File: src/rtl/uart_rx_fifo_if.sv
// Receive-side stream between the UART receiver FIFO and its consumer:
// head word, non-empty flag and consumer acceptance.
interface uart_rx_fifo_if #(
    parameter int WIDTH = 8
);
    logic [WIDTH-1:0] data;
    logic             valid;
    logic             ready;

    modport master (
        output data,
        output valid,
        input  ready
    );

    modport slave (
        input  data,
        input  valid,
        output ready
    );
endinterface

File: src/rtl/uart_rx_fifo.sv
// UART receiver (start + WIDTH data LSB first + optional parity + stop) feeding a DEPTH-entry FIFO.
// Optional parity bit compiled in with macro UART_RX_FIFO_PARITY_EN.
module uart_rx_fifo #(
    parameter int WIDTH      = 8,
    parameter int CLKDIV     = 16,
    parameter int DEPTH      = 4,
    parameter int PARITY_ODD = 0
) (
    input  logic           clk,
    input  logic           rst,
    input  logic           rx,
    uart_rx_fifo_if.master stream,
    output logic           frame_err,
    output logic           parity_err,
    output logic           overrun
);
    localparam int AW = $clog2(DEPTH);
    localparam int TW = $clog2(CLKDIV);
    localparam int BW = $clog2(WIDTH);

    localparam logic [TW-1:0] TICK_FULL = TW'(CLKDIV - 1);
    localparam logic [TW-1:0] TICK_HALF = TW'(CLKDIV / 2 - 1);
    localparam logic [BW-1:0] LAST_BIT  = BW'(WIDTH - 1);

`ifdef UART_RX_FIFO_PARITY_EN
    localparam logic ODD = (PARITY_ODD != 0);
    typedef enum logic [2:0] {IDLE, START, DATA, PARITY, STOP, WAIT_IDLE} state_t;
`else
    typedef enum logic [2:0] {IDLE, START, DATA, STOP, WAIT_IDLE} state_t;
`endif

    logic             rx_meta;
    logic             rs;
    state_t           state;
    logic [TW-1:0]    tick;
    logic [BW-1:0]    bit_cnt;
    logic [WIDTH-1:0] shreg;
    logic             sample;
    logic             commit;

    logic [WIDTH-1:0] mem [DEPTH];
    logic [AW:0]      wr_ptr;
    logic [AW:0]      rd_ptr;
    logic             full;
    logic             empty;
    logic             pop;
    logic             push;

    // Two-flop synchroniser; idle level is high so reset to 1.
    always_ff @(posedge clk or posedge rst) begin
        if (rst) begin
            rx_meta <= 1'b1;
            rs      <= 1'b1;
        end else begin
            rx_meta <= rx;
            rs      <= rx_meta;
        end
    end

    assign sample = (tick == '0);

`ifdef UART_RX_FIFO_PARITY_EN
    logic bad;
    assign commit = (state == STOP) && sample && rs && !bad;
`else
    logic unused_parity_odd;
    assign unused_parity_odd = (PARITY_ODD != 0);
    assign commit     = (state == STOP) && sample && rs;
    assign parity_err = 1'b0;
`endif

    always_ff @(posedge clk or posedge rst) begin
        if (rst) begin
            state     <= IDLE;
            tick      <= '0;
            bit_cnt   <= '0;
            shreg     <= '0;
            frame_err <= 1'b0;
            overrun   <= 1'b0;
`ifdef UART_RX_FIFO_PARITY_EN
            bad        <= 1'b0;
            parity_err <= 1'b0;
`endif
        end else begin
            frame_err <= 1'b0;
            overrun   <= commit && full && !pop;
`ifdef UART_RX_FIFO_PARITY_EN
            parity_err <= 1'b0;
`endif
            case (state)
                IDLE: begin
                    if (!rs) begin
                        state   <= START;
                        tick    <= TICK_HALF;
                        bit_cnt <= '0;
`ifdef UART_RX_FIFO_PARITY_EN
                        bad     <= 1'b0;
`endif
                    end
                end
                START: begin
                    if (sample) begin
                        // A start bit that is high again at its centre was a glitch.
                        if (!rs) begin
                            state <= DATA;
                            tick  <= TICK_FULL;
                        end else begin
                            state <= IDLE;
                        end
                    end else begin
                        tick <= tick - 1'b1;
                    end
                end
                DATA: begin
                    if (sample) begin
                        shreg   <= {rs, shreg[WIDTH-1:1]};
                        tick    <= TICK_FULL;
                        bit_cnt <= bit_cnt + 1'b1;
                        if (bit_cnt == LAST_BIT) begin
`ifdef UART_RX_FIFO_PARITY_EN
                            state <= PARITY;
`else
                            state <= STOP;
`endif
                        end
                    end else begin
                        tick <= tick - 1'b1;
                    end
                end
`ifdef UART_RX_FIFO_PARITY_EN
                PARITY: begin
                    if (sample) begin
                        bad   <= (rs != ((^shreg) ^ ODD));
                        tick  <= TICK_FULL;
                        state <= STOP;
                    end else begin
                        tick <= tick - 1'b1;
                    end
                end
`endif
                STOP: begin
                    if (sample) begin
                        frame_err <= !rs;
`ifdef UART_RX_FIFO_PARITY_EN
                        parity_err <= bad;
`endif
                        state <= rs ? IDLE : WAIT_IDLE;
                    end else begin
                        tick <= tick - 1'b1;
                    end
                end
                WAIT_IDLE: begin
                    // A held-low line (break) must return high before a new frame can start.
                    if (rs) begin
                        state <= IDLE;
                    end
                end
                default: begin
                    state <= IDLE;
                end
            endcase
        end
    end

    assign empty = (wr_ptr == rd_ptr);
    assign full  = (wr_ptr[AW] != rd_ptr[AW]) && (wr_ptr[AW-1:0] == rd_ptr[AW-1:0]);
    assign pop   = !empty && stream.ready;
    assign push  = commit && (!full || pop);

    always_ff @(posedge clk or posedge rst) begin
        if (rst) begin
            wr_ptr <= '0;
            rd_ptr <= '0;
        end else begin
            if (push) begin
                wr_ptr <= wr_ptr + 1'b1;
            end
            if (pop) begin
                rd_ptr <= rd_ptr + 1'b1;
            end
        end
    end

    // Storage needs no reset: the head word is masked to zero while empty.
    always_ff @(posedge clk) begin
        if (push) begin
            mem[wr_ptr[AW-1:0]] <= shreg;
        end
    end

    assign stream.valid = !empty;
    assign stream.data  = empty ? '0 : mem[rd_ptr[AW-1:0]];
endmodule
File: src/flat_wrapper.sv
// flat-port wrapper written by rule: the top's interface ports become plain ports
module uart_rx_fifo_flat 
#(
    parameter int WIDTH      = 8,
    parameter int CLKDIV     = 16,
    parameter int DEPTH      = 4,
    parameter int PARITY_ODD = 0
)
  (clk, rst, rx, frame_err, parity_err, overrun, stream_data, stream_valid, stream_ready);
  uart_rx_fifo_if #(.WIDTH(WIDTH)) stream_i ();
  input  logic clk;
  input  logic rst;
  input  logic rx;
  output logic frame_err;
  output logic parity_err;
  output logic overrun;
  output wire logic [$bits(stream_i.data)-1:0] stream_data;
  output wire logic [$bits(stream_i.valid)-1:0] stream_valid;
  input wire logic [$bits(stream_i.ready)-1:0] stream_ready;
  assign stream_data = stream_i.data;
  assign stream_valid = stream_i.valid;
  assign stream_i.ready = stream_ready;
  uart_rx_fifo #(.WIDTH(WIDTH), .CLKDIV(CLKDIV), .DEPTH(DEPTH), .PARITY_ODD(PARITY_ODD)) u_core (.clk(clk), .rst(rst), .rx(rx), .stream(stream_i), .frame_err(frame_err), .parity_err(parity_err), .overrun(overrun));
endmodule
File: config.mk
export PLATFORM = sky130hd
export DESIGN_NAME = uart_rx_fifo_flat
export DESIGN_NICKNAME = d
export VERILOG_FILES = /design/src/rtl/uart_rx_fifo_if.sv /design/src/rtl/uart_rx_fifo.sv /design/src/flat_wrapper.sv
export SDC_FILE = /design/constraint.sdc
export NUM_CORES = 1
export LEC_CHECK = 0
export CAP_MARGIN = 10
export CORE_MARGIN = 10
export CORE_UTILIZATION = 37
export CTS_BUF_LIST = sky130_fd_sc_hd__clkbuf_16
export CTS_CLUSTER_SIZE = 16
export DETAILED_ROUTE_END_ITERATION = 12
export GPL_TIMING_DRIVEN = 0
export PLACE_DENSITY = 0.64
export SLEW_MARGIN = 10
export SYNTH_ARGS = -nofsm -noshare
export SYNTH_HDL_FRONTEND = slang
export SYNTH_SLANG_ARGS = --single-unit
File: constraint.sdc
create_clock -name clk -period 3.9 [get_ports clk]
set_input_delay 0.585 -clock clk [delete_from_list [all_inputs] [get_ports clk]]
set_output_delay 0.585 -clock clk [all_outputs]
set_load 0.03 [all_outputs]
# [Word level (Yosys, flattened, before mapping)]
# Memories as Yosys holds them, arrays and structs flattened.
# Index checks and enable logic that the tools add are counted.
[totals] reg_bits=28 ram_bits=32 input_bits=4 output_inout_bits=12 wordCells=74 n_memories=1
[op_classes] add_sub_neg=4 n_eq_ne=16 muxes=23 reduce_logical=20
[mem_list] name="u_core.mem" words=4 width=8 rd=1 rd_clocked_by_memory_dff=0 write_ports=1 line="uart_rx_fifo.sv:41" source="logic [WIDTH-1:0] mem [DEPTH];"
[ops] operator="$mux 3" count=9
[ops] operator="$mux 4" count=5
[ops] operator="$pmux 4 s4" count=1
[ops] operator="$pmux 3 s5" count=1
[ops] operator="$ne 2x1->1 const B" count=5
[ops] operator="$add 3x1->3 const B" count=3
[ops] operator="$mux 8" count=1
[ops] operator="$logic_and 1x1->1" count=7
[ops] operator="$eq 3x2->1 const B" count=2
[ops] operator="$eq 3x3->1 const B" count=2
[ops] operator="$pmux 3 s2" count=1
[ops] operator="$reduce_and 6->1" count=1
[ops] operator="$logic_not 1->1" count=4
[ops] operator="$logic_not 4->1" count=1
[ops] operator="$mux 1" count=4
[ops] operator="$ne 2x2->1 const B" count=2
[ops] operator="$reduce_and 4->1" count=1
[ops] operator="$reduce_bool 4->1" count=1
[ops] operator="$sub 4x1->4 const B" count=1
[ops] operator="$eq 3x1->1 const B" count=1
[ops] operator="$eq 3x3->1" count=1
[ops] operator="$logic_not 3->1" count=1
[ops] operator="$ne 3x3->1 const B" count=1
[ops] operator="$reduce_and 3->1" count=1
[ops] operator="6 further kinds" count=6

# [Depth between registers and ports, before layout]
# Gate-level depths: netlist of run 1.
[logic_depth] ltp_word=7 depth_mapped=6 mapped_depth_nobuf=6

# [Worst setup path before layout of run 1]
# OpenSTA, ideal clock, no wires.
[synth_timing] path_type="register to output" startpoint="reg u_core.rd_ptr[0]" endpoint="out stream_data[0]" arrival_ps=1483 required_time_ps=3315 path_slack_ps=1832 stages_incl_launch_ff=6 path_buffers=2 path_cell_list="dfrtp_1 -> buf_6 -> xor2_1 -> or3b_4 -> buf_6 -> and2_1"
[synth_between] elab_chain_cells=2 word_cells_on_any_way=3 cone_classes="eq/ne: 1; mux: 1; memory: 1"
[synth_lines] item="start, declared" line="uart_rx_fifo.sv:43" source="logic [AW:0] rd_ptr;"
[synth_lines] item="start signal, assigned" line="uart_rx_fifo.sv:179" source="rd_ptr <= rd_ptr + 1'b1;"
[synth_lines] item="$mem_v2 4x8 or $eq 3x3->1 (tied branches)"
[synth_lines] item="$mux 8 *" line="uart_rx_fifo.sv:192" source="assign stream.data = empty ? '0 : mem[rd_ptr[AW-1:0]];"
[synth_lines] item="end, declared" line="flat_wrapper.sv:17" source="output wire logic [$bits(stream_i.data)-1:0] stream_data;"
# Every way passes the cells marked *; elsewhere a longest branch is shown, timed or not.

# [Worst setup path in the final report of run 1]
[layout_timing] startpoint="reg u_core.rd_ptr[1]" endpoint="out stream_data[3]"
# Same word-level chain as after synthesis.

==> results of run 1 <==
metrics by stage:
stage,hold slack [ps],instances
floorplan,345,171
global placement,348,281
detailed placement,347,281
CTS,355,297
global route,358,298
finish,354,298
state kept, by name, summed over array words and instances, names as in the netlist:
name / flops
u_core.tick: 4
u_core.state: 3
u_core.overrun: 1
u_core.frame_err: 1
u_core.shreg: 8
u_core.mem: 32
u_core.bit_cnt: 3
u_core.rd_ptr: 3
u_core.rs: 1
u_core.rx_meta: 1
u_core.wr_ptr: 3
cell usage in the layout (no fill, tap or decap), types with 2 or more instances in the layout:
cell type | synthesis | layout
xnor2_1 | 4 | 4
dfstp_2 | 2 | 2
mux2_2 | 11 | 11
bufinv_16 | 0 | 3
nor2_1 | 7 | 7
nor3b_2 | 2 | 2
mux4_1 | 5 | 5
nand2b_1 | 2 | 2
clkinv_1 | 0 | 3
nor3_1 | 2 | 2
inv_1 | 6 | 6
o21ai_0 | 5 | 5
a22o_1 | 5 | 5
buf_6 | 2 | 2
buf_2 | 2 | 2
edfxtp_1 | 32 | 32
nand2_1 | 7 | 7
xor2_1 | 5 | 5
and2_1 | 11 | 11
nand3_1 | 2 | 2
ha_1 | 8 | 8
mux4_2 | 3 | 3
clkbuf_16 | 0 | 9
clkbuf_1 | 2 | 2
clkdlybuf4s50_1 | 0 | 14
dfrtp_1 | 26 | 26
a21oi_1 | 5 | 5
final cells by class:
cell class                 instances  area [sq um]  area share
tap                               96           120      0.0367
clock inverter                     7           106      0.0325
sequential                        60          1660       0.509
multi-input combinational         98           916       0.280
buffer                             7          47.5      0.0145
clock buffer                       9           225      0.0689
timing repair buffer              15           168      0.0513
inverter                           6          22.5     0.00689
worst max-delay path by stage:
stage,depth (start not counted),startpoint,endpoint
floorplan,5,u_core.rd_ptr[0]$_DFFE_PP0P_,stream_data[0]
global placement,6,u_core.rd_ptr[1]$_DFFE_PP0P_,stream_data[2]
detailed placement,6,u_core.rd_ptr[1]$_DFFE_PP0P_,stream_data[3]
CTS,6,u_core.rd_ptr[1]$_DFFE_PP0P_,stream_data[3]
global route,6,u_core.rd_ptr[1]$_DFFE_PP0P_,stream_data[3]
finish,6,u_core.rd_ptr[1]$_DFFE_PP0P_,stream_data[3]
cell usage after synthesis, types with 2 or more instances:
master | instances | area, sq um
ha_1 | 8 | 100
nand2b_1 | 2 | 12.5
mux4_2 | 3 | 67.6
dfrtp_1 | 26 | 651
a21oi_1 | 5 | 25.0
buf_6 | 2 | 22.5
a22o_1 | 5 | 43.8
nor3b_2 | 2 | 25.0
clkbuf_1 | 2 | 7.51
nor3_1 | 2 | 10.0
edfxtp_1 | 32 | 961
mux2_2 | 11 | 124
xor2_1 | 5 | 43.8
buf_2 | 2 | 10.0
nand2_1 | 7 | 26.3
nor2_1 | 7 | 26.3
mux4_1 | 5 | 131
and2_1 | 11 | 68.8
nand3_1 | 2 | 10.0
o21ai_0 | 5 | 25.0
dfstp_2 | 2 | 52.6
xnor2_1 | 4 | 35.0
inv_1 | 6 | 22.5
routing by layer:
| metal | part of all wire | GRT usage | vias to the layer above |
|---|---|---|---|
| met2 | 0.49 | 0.132 | 23 |
| met3 | 0.039 | 0.0313 | 11 |
| met4 | 0.023 | 0.0559 | 0 |
| met5 | 0 | 0 | - |
| li1 | - | - | 688 |
| met1 | 0.45 | 0.0980 | 687 |
kinds of logic after synthesis:
kind of cell | count (synthesis) | share of synthesized area
mux | 20 | 0.127
compound gates | 17 | 0.0411
other cells | 1 | 0.00142
xor+xnor | 9 | 0.0297
fa+ha+maj | 8 | 0.0378
buf+inv | 13 | 0.0264
simple gates | 43 | 0.108
flops | 60 | 0.628
power breakdown:
group	switching (W)	internal [W]
logic	0.000442	0.000417
clock network	0.000262	0.000615
registers	0.0000801	0.000753
==> run summary, run 1 <==
Hold Path Depth: 0
slowest CP cell: clkdlybuf4s50_1
# rows: 30
routed vias/inst: 4.73
Post-Syn Area: 2650 sq um
Wirelength per Cell: 14.8 microns
Cell Chain, Critical Path: buf_2 -> xor2_1 -> or3b_4 -> buf_6 -> and2_1 -> clkdlybuf4s50_1
Critical R2R Launch: u_core.tick[0]$_DFFE_PP0P_
first-pass GRT wire length: 7.42 mm
Post-CTS Setup Bufs: 0
outcome: finished clean
# clock sinks: 60
Initial Utilization: 0.386
critical path data arrival time: 2380 ps
Reg clk slew, reported paths: 50 ps
cells on worst reg2reg path: 6
vias in the first global route: 1,494
Clock Path Buffers: 2
Achievable Freq: 338 MHz
Die ar.: 10,900 sq um
Tot GR Track Use: 0.0856
nets: 209
Post-route DRC: 0
asr flop ratio synth: 0.467
PostCTS Resize Cnt: 0
critical path's top delay family: buffers and inverters
register area share after synthesis: 0.628
crit start category: flop
htree depth: 3
Crit. End Element: output port
GRT Residual Overflow: 0
Mean Syn Cell Area: 15.5 sq um
fin util: 0.476
final setup margin: 939 ps
worst-case hold path end point: u_core.rs$_DFF_PP1_
Final Skew: 5.32 ps
syn_nets: 183
Synth Instances: 171
Data required, critical path: 3310 ps
Peak VDD IR: 0.331 mV
cts bufs inserted: 9
RSZ-0062 raised after global routing: false
worst rel slew slack: 0.477
Hold Crit Start: u_core.rx_meta$_DFF_PP1_
worst slack at placement: 1260 ps
# setup viols final: 0
Worst R2R Setup Slack: 1700 ps
P&R area growth vs syn: 23.4%
drt pass-1 iters: 4
Yosys Warn Count: 0
num ports: 16
detailed placement HPWL: 2.81 mm
period utilization: 0.759
largest net degree at the start of global routing: 29
Crit Path Class: flop to output port
Die Y-Extent: 105 microns
Yosys cell types: 38
min-delay worst type: flop to flop
Final TNS setup: 0 ps
input/output buffers: 14
Die Wd: 105 microns
Final Hold Fails: 0
register bit total from synthesis: 60
clk_lat worst skew: 320 ps
Worst-Margin Slew: 781 ps
Final Max Tran Viols: 0
Worst R2R End: u_core.mem[1][2]$_DFFE_PP_
Antenna Cells: 0
PD cells: 786 nW/um^2
dpl cell area: 2910 sq um
Min Clock Period, post-route: 2960 ps
Final Cell Area: 3270 sq um
CTS tree: built
WP buf/inv: 3
drt total wl: 4.40 mm
worst-path maximum fanout: 10
Fill cells: 612
initial antenna violation count: 0
Power Total: 0.00257 W
number of enable flip-flop cells after synthesis: 32
share of cells above drive strength 1: 0.223
Vias: 1,409
DRT iter0 DRCs: 25
Max Cap Viol: 0
antenna-violating nets left: 0
hold_buf cts: 0
crit-path max cell delay: 590 ps
Core Area: 6870 sq um
clock root buffer: clkbuf_16
Leakage Power: 1.30 nW
Primary FF master, synth: edfxtp_1
GP Congestion: 0.724
(Power assumes the default switching activity.)
==> inputs of run 2 (changes only) <==
- PLACE_DENSITY: 0.64 -> 0.66
- clock period: 3.9 -> 2.6 ns (I/O delays scaled with it)
==> run 2 against run 1 <==
Setup slack lost 850 ps. Utilization shrank 0.29 points. Sequential share of layout area is 0.31 points higher. Worst hold slack barely moved. Largest power group unchanged. Highest routed layer unchanged.
==> run summary, run 2 (synthesis gave the netlist of run 1 again) <==
Net Switching: 0.00119 W (+52%)
Crit Path Class: flop to output port
Wirelength per Cell: 14.7 microns (-0.73%)
Crit. End Element: output port
Clock Path Buffers: 2 (unchanged)
Reg clk slew, reported paths: 50 ps (about the same)
nets: 208 (-0.48%)
worst-path maximum fanout: 10 (unchanged)
# clock sinks: 60 (unchanged)
outcome: finished clean
DRT iter0 DRCs: 19 (-24%)
Die ar.: 10,900 sq um (unchanged)
dpl cell area: 2910 sq um (unchanged)
Antenna Cells: 0 (unchanged)
Combinational Power Share: 0.310 (-0.024)
# rows: 30 (unchanged)
Core Area: 6870 sq um (unchanged)
Final TNS setup: 0 ps (unchanged)
highest-count cells in the layout ignoring fill and taps: 32 x edfxtp_1, 26 x dfrtp_1, 11 x mux2_2, 11 x and2_1, 9 x clkbuf_16
max FFs per register: 32 (unchanged)
most common cell after layout, fill and taps aside: edfxtp_1
Initial Utilization: 0.386 (unchanged)
period utilization: 0.966
routed vias/inst: 4.80 (+1.5%)
drt total wl: 4.35 mm (-1.1%)
hold_buf cts: 0 (unchanged)
Final Max Tran Viols: 0 (unchanged)
Die Y-Extent: 105 microns (unchanged)
Tot GR Track Use: 0.0856 (about the same)
worst setup path start: u_core.rd_ptr[1]$_DFFE_PP0P_
Flop pwr share: 0.323 (about the same)
Final Cell Area: 3250 sq um (-0.61%)
cells on worst reg2reg path: 5 (-1)
Hold Path Depth: 0 (unchanged)
antenna-violating nets left: 0 (unchanged)
Min Clock Period, post-route: 2510 ps
# setup viols final: 0 (unchanged)
GP Congestion: 0.725 (+0.21%)
Int Power: 0.00270 W (+51%)
critical path data arrival time: 2120 ps (-260 ps)
Hold Crit Start: u_core.rx_meta$_DFF_PP1_
min-delay worst type: flop to flop
PD cells: 1200 nW/um^2 (+52%)
Final Hold Fails: 0 (unchanged)
GRT Residual Overflow: 0 (unchanged)
input/output buffers: 14 (unchanged)
Die Wd: 105 microns (unchanged)
CTS tree: built
Final Skew: 4.99 ps (-0.321 ps)
detailed placement HPWL: 2.88 mm (+2.3%)
Peak VDD IR: 0.448 mV (+35%)
clock root buffer: clkbuf_16
Max Cap Viol: 0 (unchanged)
first-pass GRT wire length: 7.50 mm (+1.0%)
RSZ-0062 raised after global routing: false
Worst-Margin Slew: 1050 ps (+268 ps)
Achievable Freq: 398 MHz
initial antenna violation count: 0 (unchanged)
crit start category: flop
Leakage Power: 1.30 nW (-0.33%)
switch share: 0.306 (+0.000565)
vias in the first global route: 1,500 (+0.40%)
Clk pwr share: 0.367 (+0.026)
htree depth: 3 (unchanged)
Critical R2R Launch: u_core.tick[0]$_DFFE_PP0P_
cts bufs inserted: 9 (unchanged)
num ports: 16 (unchanged)
Post-route DRC: 0 (unchanged)
Data required, critical path: 2210 ps (-1100 ps)
largest net degree at the start of global routing: 29 (unchanged)
P&R area growth vs syn: 22.6%
clk_lat worst skew: 320 ps (about the same)
drt pass-1 iters: 4 (unchanged)
worst rel slew slack: 0.297 (-0.181)
share of cells above drive strength 1: 0.254 (+0.0310)
Vias: 1,426 (+1.2%)
[run 2: timing repair]
action,in CTS,in global routing
endpoints found under the setup margin,9,8
pin swaps,0,0
gates resized for setup,9,13
setup buffers,0,0
hold endpoints to repair,0,0
[run 2: cell type report]
cell class                      instances  area [sq um]
Clock inverter                          7           139
Inverter                                6          22.5
Fill cell                             582          3620
Multi-Input combinational cell         98           916
Clock buffer                            9           225
Timing Repair Buffer                   14           113
Sequential cell                        60          1660
Buffer                                  7          50.0
Tap cell                               96           120
[run 2: critical path: stages (launching register included)]
cell	delay, ps
dfrtp_1	380
clkbuf_4	210
xor2_1	200
or3b_4	390
buf_6	150
and2_1	120
dlygate4sd2_1	350
[run 2: path summary, 6_finish.rpt]
path / end / slack, ps
min reg2reg: u_core.rs$_DFF_PP1_ / 350
max reg2reg: u_core.mem[3][7]$_DFFE_PP_ / 320
max in group asynchronous: u_core.rd_ptr[1]$_DFFE_PP0P_ / 1610
max: stream_data[7] / 90
min in group asynchronous: u_core.bit_cnt[0]$_DFFE_PP0P_ / 510
min: u_core.rs$_DFF_PP1_ / 350
[run 2: power groups by stage]
stage	Sequential, W	Combinational, W	Clock, W
after global placement	0.00126	0.00129	0
final	0.00125	0.00121	0.00143
after detailed placement	0.00127	0.00130	0
after floorplan	0.00124	0.000948	0
after global routing	0.00128	0.00133	0.00150
after CTS	0.00125	0.00123	0.00145
[run 2: metrics by stage]
stage | instances | util | hold WS [ps] | power [W] | setup slack, ps
floorplan | 171 | - | 345 | 0.00219 | 706
global placement | 281 | 0.424 | 346 | 0.00255 | 183
detailed placement | 281 | 0.424 | 347 | 0.00257 | 151
CTS | 297 | 0.475 | 355 | 0.00394 | 41.6
global route | 297 | 0.473 | 363 | 0.00411 | 1.84
finish | 297 | 0.473 | 354 | 0.00388 | 87.8
[run 2: routing by layer]
metal / global-route usage / up-vias / wire [microns]
met5: 0 / - / 0
met4: 0.0471 / 0 / 73
met3: 0.0283 / 5 / 172
met2: 0.133 / 18 / 2140
met1: 0.103 / 719 / 1970
li1: - / 684 / -
==> variant (settings of run 2) <==
`CLKDIV` is set to 16 in 2 places; all go to 32.
--- a/src/rtl/uart_rx_fifo.sv
+++ b/src/rtl/uart_rx_fifo.sv
@@ -2,7 +2,7 @@
 // Optional parity bit compiled in with macro UART_RX_FIFO_PARITY_EN.
 module uart_rx_fifo #(
     parameter int WIDTH      = 8,
-    parameter int CLKDIV     = 16,
+    parameter int CLKDIV     = 32,
     parameter int DEPTH      = 4,
     parameter int PARITY_ODD = 0
 ) (
--- a/src/flat_wrapper.sv
+++ b/src/flat_wrapper.sv
@@ -2,7 +2,7 @@
 module uart_rx_fifo_flat 
 #(
     parameter int WIDTH      = 8,
-    parameter int CLKDIV     = 16,
+    parameter int CLKDIV     = 32,
     parameter int DEPTH      = 4,
     parameter int PARITY_ODD = 0
 )
Behaviour: no difference found for any inputs over 10 cycles, from zero or initial values and one cycle with rst high; that may be too few to reach the edited logic, so the function may still have changed.
==> variant against run 2 <==
- routed wire length rose by 7.8%
- power fell by 9.2%
- clock skew grew 0.0021 ns
- design area rose by 1.3%
- area after synthesis rose by 2.4%
- worst setup slack improved by 0.12 ns
- sequential cell count up 1
- non-clock buffer count is 4 higher
- combinational power fell by 3%
- synthesized cell count rose by 11%
- global-route usage increased by 0.55 points
- largest cell class unchanged
- largest power group is now sequential cells
==> variant: results (changes against run 2) <==
The delay of the slowest cell on the worst path works out to 0.68 ns (+0.29 ns). Layout net count: 228 (+9.6%). The first-pass GRT wire length is 8110 um (+8.2%), and the leakage power summed over all cells is 1.43 nW (+11%).

For the global routing met1 resource utilization, the log shows 0.105 (+0.00225). The clock power share was 0.318 (-0.049); the initial antenna violation count was 0 (unchanged). Sequential cells consume a total of 1.24 mW.

Setup skew after layout: 0.00707 ns (+0.00207 ns). The tools report the pin count of the biggest net entering global routing as 30 (+3.4%). The tools report the detailed-routing wirelength on met1 as 2100 um (+6.4%). The number of levels in the clock H-tree came out at 3 (unchanged).

The global-route met3 utilization came out at 0.0365 (+0.00829). The power dissipated in the clock network was 1.12 mW (-22%); the net count of the mapped netlist was 202 (+10%). The post-synthesis average cell area is 14.3 sq um (-7.8%).

Library cell used as clock root buffer: clkbuf_16. The critical path data arrival time is 2.00 ns (-0.12 ns). The initial DRC count is 56 (+37). The sequential area share after synthesis is 0.622 (-0.00554), and the count of buffers from port buffering is 14 (unchanged). After synthesis, the most frequently instantiated cells are edfxtp_1, dfrtp_1, and2_1.

For the number of optimization iterations in the first detailed-route pass, the log shows 4 (unchanged). The cell count after placement is 303 (+7.8%). The count of cell types in the netlist was 49 (+29%). Most used flip-flop cell after synthesis: edfxtp_1. The average wire per cell in the routed design was 14.7 um (about the same).

The measured slew at the worst slew-check pin came out at 1.04 ns (-0.0111 ns). The routed length on met2 is 2320 um (+8.5%). The number of enable-type register cells in the synthesized netlist works out to 32 (unchanged). For the overall global routing resource usage, the log shows 0.0912 (+0.00553). The share of synthesized flip-flops with an asynchronous set or reset is 0.475 (+0.00874).

The highest routed metal layer is met4. The area after detailed placement came out at 2980 sq um (+2.3%). For the post-place setup slack, the log shows 0.0593 ns (-0.0917 ns).

The logs give 0 (unchanged) for the number of inserted diodes and 0.422 mV (-5.7%) for the worst ir drop on vdd. The flow ran to the end, and the final reports show no timing, DRC or antenna violations. The share of post-route cells with drive strength above 1 came out at 0.222 (-0.0320).

Weighted congestion reported at the end of routability-driven placement: 0.794 (+9.4%). Met2 track demand over resource in global routing: 0.148 (+0.0146). The logs give 2 (unchanged) for the maximum clock path buffer count and 0.32 ns (about the same) for the clock latency of the later-clocked register in the worst-skew pair. The number of CTS-inserted buffers was 9 (unchanged).

In this run the worst setup path begins at u_core.rd_ptr[1]$_DFFE_PP0P_. The run gives 2.40 mW (-11%) as the internal power of the cells. The DRC violation count after routing is 0 (unchanged). By area the synthesized netlist is led by edfxtp_1, dfrtp_1, mux4_2, mux2_2, ha_1. The library cell contributing the largest single delay on the critical path is clkdlybuf4s50_1.

The worst hold path belongs to the class register to register. Average via count per standard cell: 4.92 (+2.5%). Total half-perimeter wirelength after legalization and detailed placement: 3070 um (+6.9%).

The met3 wire length was 206 um (+20%). For the number of cells in the finished layout apart from fillers, the log shows 320 (+7.7%). The worst flop-to-flop path startpoint was u_core.tick[0]$_DFFE_PP0P_.
==> variant: cell count changes after synthesis, moves of 4 or more <==
cell	before	now
a22o_1	5	0
inv_1	6	10
mux4_1	5	0
mux4_2	3	8
o21ai_0	5	10
xor2_1	5	1
==> variant: worst paths after layout <==
check / slack, ns / end / cells after the start
max in group asynchronous: 1.62 / u_core.tick[4]$_DFFE_PP0P_ / 2
min in group asynchronous: 0.51 / u_core.shreg[0]$_DFFE_PP0P_ / 2
min reg2reg: 0.35 / u_core.rs$_DFF_PP1_ / 0
min: 0.35 / u_core.rs$_DFF_PP1_ / 0
max: 0.21 / stream_valid / 5
max reg2reg: 0.23 / u_core.mem[1][0]$_DFFE_PP_ / 7
==> variant: cell type report <==
cell class / count / area, sq um
Timing Repair Buffer: 16 / 168
Fill cell: 619 / 3880
Buffer: 9 / 51.3
Inverter: 10 / 37.5
Multi-Input combinational cell: 109 / 938
Clock inverter: 7 / 58.8
Clock buffer: 9 / 225
Sequential cell: 61 / 1690
Tap cell: 99 / 124
==> variant: cells by family after synthesis <==
| logic type | share of synthesized area |
|---|---|
| DFF | 0.622 |
| and+or+nand+nor | 0.103 |
| AOI/OAI and AO/OA | 0.0692 |
| buffers and inverters | 0.0332 |
| muxes | 0.112 |
| adders and majority gates | 0.0369 |
| xor gates and xnor gates | 0.0226 |
| other | 0.00138 |
==> variant: critical path: cells and delay by family, from the launching register on <==
kind                      cells  cell delay, ns
xor gates and xnor gates      1            0.17
buffers and inverters         3            1.05
DFF                           1            0.38
and+or+nand+nor               1            0.09
==> variant: repair_timing <==
action,in CTS,in global routing
endpoints found under the hold margin,0,0
pin swaps,1,0
resized for setup,3,9
buffers inserted,2,0
setup endpoints to repair,9,30
